$ cat src/rtl/writeback_regfile.sv
// Write-back stage and architectural register file for the sequential Y86-64 core.
// Optional macro WB_BYPASS_EN adds two read ports that forward same-cycle commit data.
module writeback_regfile #(
    parameter int DATA_W = 64,
    parameter int NREGS  = 15,
    parameter int CNT_W  = 16
) (
    input  logic                    clk,
    input  logic                    rst,
    input  logic                    valid,
    input  logic [3:0]              icode,
    input  logic                    cnd,
    input  logic [3:0]              rA,
    input  logic [3:0]              rB,
    input  logic [DATA_W-1:0]       valE,
    input  logic [DATA_W-1:0]       valM,
    input  logic [2:0]              stat_in,
`ifdef WB_BYPASS_EN
    input  logic [3:0]              srcA,
    input  logic [3:0]              srcB,
    output logic [DATA_W-1:0]       rdA,
    output logic [DATA_W-1:0]       rdB,
`endif
    output logic [NREGS*DATA_W-1:0] regs_out,
    output logic [2:0]              stat_out,
    output logic                    halted,
    output logic [CNT_W-1:0]        retired
);

    // state  | meaning
    // S_RUN  | committing retiring instructions
    // S_HALT | halt or fault seen; everything frozen until rst
    typedef enum logic {S_RUN, S_HALT} state_t;

    localparam logic [3:0] RNONE = 4'hF;
    localparam logic [2:0] STAT_AOK = 3'd1;
    localparam logic [2:0] STAT_HLT = 3'd2;

    state_t            state, state_nxt;
    logic [DATA_W-1:0] regs [NREGS];
    logic [3:0]        dst_e, dst_m;
    logic              commit, fault;

    always_comb begin
        dst_e = RNONE;
        dst_m = RNONE;
        case (icode)
            4'h2:                    dst_e = cnd ? rB : RNONE;
            4'h3, 4'h6:              dst_e = rB;
            4'h8, 4'h9, 4'hA, 4'hB:  dst_e = 4'h4;
            default:                 dst_e = RNONE;
        endcase
        case (icode)
            4'h5, 4'hB: dst_m = rA;
            default:    dst_m = RNONE;
        endcase
    end

    assign commit = (state == S_RUN) && valid && (stat_in == STAT_AOK) && (icode != 4'h0);
    assign fault  = (state == S_RUN) && valid && ((stat_in != STAT_AOK) || (icode == 4'h0));

    always_comb begin
        state_nxt = state;
        if (fault) state_nxt = S_HALT;
    end

    always_ff @(posedge clk or posedge rst) begin
        if (rst) state <= S_RUN;
        else     state <= state_nxt;
    end

    // valM is checked first so popq %rsp keeps the popped value
    always_ff @(posedge clk or posedge rst) begin
        if (rst) begin
            for (int i = 0; i < NREGS; i++) regs[i] <= '0;
        end else if (commit) begin
            for (int i = 0; i < NREGS; i++) begin
                if (dst_m == 4'(i))      regs[i] <= valM;
                else if (dst_e == 4'(i)) regs[i] <= valE;
            end
        end
    end

    always_ff @(posedge clk or posedge rst) begin
        if (rst) begin
            stat_out <= STAT_AOK;
            retired  <= '0;
        end else if (fault) begin
            stat_out <= (icode == 4'h0) ? STAT_HLT : stat_in;
        end else if (commit) begin
            retired  <= retired + CNT_W'(1);
        end
    end

    assign halted = (state == S_HALT);

    for (genvar g = 0; g < NREGS; g++) begin : g_flat
        assign regs_out[g*DATA_W +: DATA_W] = regs[g];
    end

`ifdef WB_BYPASS_EN
    function automatic logic [DATA_W-1:0] read_port(input logic [3:0] src);
        logic [DATA_W-1:0] rd;
        rd = '0;
        for (int i = 0; i < NREGS; i++)
            if (src == 4'(i)) rd = regs[i];
        if (src == RNONE)                      rd = '0;
        else if (commit && (src == dst_m))     rd = valM;
        else if (commit && (src == dst_e))     rd = valE;
        return rd;
    endfunction

    always_comb begin
        rdA = read_port(srcA);
        rdB = read_port(srcB);
    end
`endif

endmodule

$ cat config.mk
export PLATFORM = sky130hd
export DESIGN_NAME = writeback_regfile
export DESIGN_NICKNAME = d
export VERILOG_FILES = /design/src/rtl/writeback_regfile.sv
export SDC_FILE = /design/constraint.sdc
export NUM_CORES = 2
export LEC_CHECK = 0
export CAP_MARGIN = 20
export CORE_AREA = 2 2 436 438
export DETAILED_ROUTE_END_ITERATION = 6
export DIE_AREA = 0 0 438 440
export HOLD_SLACK_MARGIN = 0.03
export PLACE_DENSITY = 0.45
export SKIP_CTS_REPAIR_TIMING = 1
export SYNTH_ARGS = -nofsm -noshare
export SYNTH_HDL_FRONTEND = slang
export SYNTH_SLANG_ARGS = --single-unit
$ cat constraint.sdc
create_clock -name clk -period 39.7 [get_ports clk]
set_input_delay 7.94 -clock clk [delete_from_list [all_inputs] [get_ports clk]]
set_output_delay 7.94 -clock clk [all_outputs]
set_load 0.02 [all_outputs]
After elaboration in Yosys (flattened, before gate mapping)
Cells that the tools add are included.

word-level totals
  flip-flop bits (word level) = 980
  bits of input ports = 147
  output and inout port bits = 980

operators by class
  equal/unequal tests = 38
  mux-type cells = 34
  bitwise operators = 2
  add/subtract/negate cells = 1
  reduce and logical (&&, ||, !) cells = 43

operators by type and width
  operator                                               number
  two-way mux 64 bit                                     30
  == test 4 bit, second input constant                   18
  == test 4 x 3 -> 1 bit, second input constant          10
  AND reduction 2 bit                                    16
  nonzero test 2 bit                                     15
  == test 4 x 2 -> 1 bit, second input constant          6
  adder 16 x 1 -> 16 bit, second input constant          1
  logical NOT 4 bit                                      3
  case mux 4 bit (3 select lines)                        1
  == test 4 x 1 -> 1 bit, second input constant          2
  two-way mux 4 bit                                      2
  logical AND 1 bit                                      4
  nonzero test 4 bit                                     1
  OR reduction 2 bit                                     2
  OR reduction 4 bit                                     1
  == test 3 x 1 -> 1 bit, second input constant          1
  two-way mux 3 bit                                      1
  inequality test 3 x 1 -> 1 bit, second input constant  1
  inverter 1 bit                                         2
  logical OR 1 bit                                       1

Longest topological paths before layout
  depth after elaboration = 6
  depth in mapped cells = 10

Worst setup path after synthesis
OpenSTA, ideal clock, no wires.

  kind = in2reg
  start point = input port icode[0]
  end point = register regs (netlist bit regs_out[100])
  data required time = 39.575 ns
  setup time = 0.125 ns
  stages on the path = 8
  arrival time = 10.223 ns
  setup slack = 29.352 ns
  cells stage by stage = buf_2 o21a_1 or4_1 buf_2 or4_4 a21oi_4 buf_6 mux2_2

between the ends
  cells in the longest elaborated chain, start to end = 6

RTL lines
  element                                                                      RTL line  RTL
  start: declaration                                                           11        input logic [3:0] icode,
  == test 4 bit, or another cell as far along                                  47, 53
  OR reduction 4 bit, or another cell as far along                             47        case (icode)
  case mux 4 bit (3 select lines) / two-way mux 4 bit (equally long branches)  47, 53
  == test 4 x 1 -> 1 bit (on tied branches)                                    79, 78
  nonzero test 2 bit (no line)                                                 -
  AND reduction 2 bit (no line)                                                -
  end signal: indexed assignment                                               78        if (dst_m == 4'(i)) regs[i] <= valM;
  end signal: indexed assignment                                               79        else if (dst_e == 4'(i)) regs[i] <= valE;
  end: declaration                                                             40        logic [DATA_W-1:0] regs [NREGS];

Several ways; a longest one is shown, not always the timed one.
A chain may end at the register's enable or synchronous reset.

Worst setup path after layout
  start point = input port icode[3]
  end point = register regs (netlist bit regs_out[917])

between the ends
  cells in the longest elaborated chain, start to end = 6

RTL lines
  element                                                                      RTL line
  == test 4 bit, or another cell as far along                                  47, 53
  OR reduction 4 bit, or another cell as far along                             47
  case mux 4 bit (3 select lines) / two-way mux 4 bit (equally long branches)  47, 53
  == test 4 bit (on tied branches)                                             79, 78
  nonzero test 2 bit (no line)                                                 -
  AND reduction 2 bit (no line)                                                -

Several ways; a longest one is shown, not always the timed one.

==> flow_metrics.env <==
export IMPL_reg2reg_depth=8
export IMPL_syn2layout_area_growth_pct=38.5
export IMPL_finalPower_uw=2310
export IMPL_drt_iter0_drc=3144
export IMPL_port_buffers=1126
export IMPL_hold_class="flip-flop to flip-flop"
export IMPL_crit_family="buffers and inverters"
export IMPL_drv_cap=0
export IMPL_synth_cell_types=61
export IMPL_peakVddDrop_mv=0.0338
export IMPL_yosysTopAreaCellShare=0.528
export IMPL_combPwrFrac=0.075
export IMPL_p_sw_uw=604
export IMPL_final_common_cell="clkdlybuf4s50_1"
export IMPL_netlist_area_sq_um=46400
export IMPL_grt_pass1_vias=37603
export IMPL_clock_path_buffers=3
export IMPL_slew_violations=0
export IMPL_synth_area_top_cells="dfrtp_1, mux2_2, a2bb2oi_1"
export IMPL_hold_viol=0
export IMPL_crit_chain="clkdlybuf4s50_1, and4bb_2, o211ai_1, nor2_4, buf_4, o21ai_4, buf_4, buf_4, mux2_2"
export IMPL_synth_edf_count=0
export IMPL_tns_ns=0
export IMPL_rows=160
export IMPL_crit_type="input port to flip-flop"
export IMPL_ys_seq_elements=980
export IMPL_cts_sinks=980
export IMPL_tritoncts="yes"
export IMPL_min_period_ns=11.94
export IMPL_root_buffer="clkbuf_16"
export IMPL_syn_nets=3870
export IMPL_crit_path_max_incr_delay_ns=0.81
export IMPL_p_int_uw=1710
export IMPL_die_w_um=438
export IMPL_min_path_cells=1
export IMPL_p_seq_frac=0.436
export IMPL_clkTransAtPathRegs_ns=0.06
export IMPL_grt_ovfl_total=0
export IMPL_cp_max_fo=35
export IMPL_gp_congestion=0.813
export IMPL_dp_cells=7025
export IMPL_path_buf_inv=4
export IMPL_most_common_layout_cells="clkdlybuf4s50_1, mux2_2, dfrtp_1"
export IMPL_wire_per_inst_um=35.5
export IMPL_min_to="retired[15]"
export IMPL_ys_seq_area_frac=0.528
export IMPL_tightest_slew_ns=1.26
export IMPL_cpMaxStageDelayCell="clkdlybuf4s50_1"
export IMPL_wirelength_um=258000
export IMPL_cts_buffers=120
export IMPL_synthArstFlopShare=1.00
export IMPL_fin_skew_ns=0.0595
export IMPL_r2r_start="halted"
export IMPL_cp_start_kind="input port"
export IMPL_fillers=18845
export IMPL_num_io_pins=1127
export IMPL_status="complete, no violations"
export IMPL_seq_area_sq_um=24500
export IMPL_finalSetupViolCount=0
export IMPL_grt_max_degree=161
export IMPL_power_density_nw_per_um2=35.9
export IMPL_die_y_um=440
export IMPL_critical_path_arrival_ns=12.60
export IMPL_rsz0062_at_grt="no"
export IMPL_slew_headroom=0.163
export IMPL_ant_nets=0
export IMPL_vias_per_cell=5.32
export IMPL_nNetsFinal=4785
export IMPL_vias=38654
export IMPL_drc_errors=0
export IMPL_r2r_end="regs_out[885]"
export IMPL_worst_path_most_repeated_cell="buf_4"
export IMPL_synth_largest_area_cell="dfrtp_1"
export IMPL_cp_data_required_time_ns=40.37
export IMPL_yosysWarnings=0
export IMPL_place_hpwl_um=166000
export IMPL_critical_path_depth=9
export IMPL_h_tree_depth=3
export IMPL_pwr_share_clk=0.489
export IMPL_synth_area_per_cell_sq_um=12.5
export IMPL_final_cells=7264
export IMPL_p_leak_uw=0.0278
export IMPL_switching_share=0.261
export IMPL_rrSetupSlack_ns=35.63
export IMPL_multi_input_area_sq_um=20400
export IMPL_post_route_period_util=0.301
export IMPL_clock_latency_ns=0.82
export IMPL_antenna_found_initial=20
export IMPL_drive_gt1_frac=0.318
export IMPL_die_area_sq_um=193000
export IMPL_worstHoldStart="retired[15]"
export IMPL_grtUsageTotal=0.258
export IMPL_synth_top_flop_cell="dfrtp_1"
export IMPL_initial_core_util=0.246
export IMPL_fmax_mhz=83.8
export IMPL_drtPass1Iterations=5
export IMPL_syn_instance_count=3722
export IMPL_grt_pass1_wl_um=347000
export IMPL_end_kind="flip-flop"
export IMPL_fp_coreArea_sq_um=189000
==> worst max path at each step <==
stage / start / to
after detailed placement: rst / regs_out[265]
after global routing: rst / regs_out[779]
after floorplan: rst / halted
after global placement: rst / regs_out[788]
after CTS: rst / regs_out[779]
final: icode[3] / regs_out[917]
==> power groups by stage <==
| stage | clock, uW | sequential, uW | combinational [uW] |
|---|---|---|---|
| after floorplan | 0 | 1030 | 72.5 |
| after global placement | 0 | 1030 | 173 |
| after detailed placement | 0 | 1030 | 175 |
| after CTS | 1150 | 1010 | 175 |
| after global routing | 1190 | 1010 | 183 |
| final | 1130 | 1010 | 174 |
==> kinds of logic (layout without fill, tap and decap cells) <==
group                      after synthesis  count (layout)  synth area share
DFF                                    980             980             0.528
and+or+nand+nor                        412             412            0.0455
AOI/OAI and AO/OA                      828             828             0.135
muxes                                 1024            1024             0.248
adders and majority gates                1               1          0.000269
buffers and inverters                  462            1476            0.0400
xor gates and xnor gates                15              15           0.00283
other                                    0              17                 0
==> registers in the layout, indices dropped and copies added (netlist names) <==
signal / count
halted: 1
stat_out: 3
retired: 16
regs_out: 960
==> Yosys cell counts, drive strengths merged (2+ instances only) <==
library cell	n
mux2	1022
dfrtp	979
clkbuf	367
o22ai	256
a2bb2oi	193
o221a	128
buf	85
nor2	84
o21ai	84
nand2	81
a21oi	73
nor3	72
nand3	69
a22oi	64
or4	59
a31oi	15
inv	10
xor2	8
nand2b	7
nor4	7
xnor2	7
nand4	6
nor2b	6
or3	6
a2111oi	3
or2	3
a2111o	2
and2	2
and4	2
mux2i	2
nand4b	2
o211ai	2
o21a	2
==> cell type report <==
class,count,share of cell area
diodes,17,0.000661
clock buffers,186,0.0557
clock inverters,35,0.00615
inverters,10,0.000700
multi-input cells,2280,0.316
flip-flops and latches,980,0.381
well taps,2511,0.0488
repair buffers,1245,0.190
==> per-layer routing <==
layer | vias up | routed length, um | GRT usage
met1 | 20654 | 105000 | 0.326
met5 | - | 23 | 0
li1 | 15883 | - | -
met4 | 4 | 16200 | 0.136
met2 | 1686 | 120000 | 0.412
met3 | 427 | 17200 | 0.0551
==> through the flow <==
stage | util | setup WS (ns) | cell area (sq um) | hold slack, ns
2_1_floorplan | - | 4.19 | 46400 | 0.546
3_3_place_gp | 0.319 | 26.98 | 60200 | 0.455
3_5_place_dp | 0.320 | 27.00 | 60300 | 0.461
4_1_cts | 0.341 | 27.89 | 64300 | 0.473
5_1_grt | 0.341 | 27.49 | 64300 | 0.487
6_report | 0.341 | 27.76 | 64300 | 0.468
No activity file was read; power rests on OpenSTA's default activity.
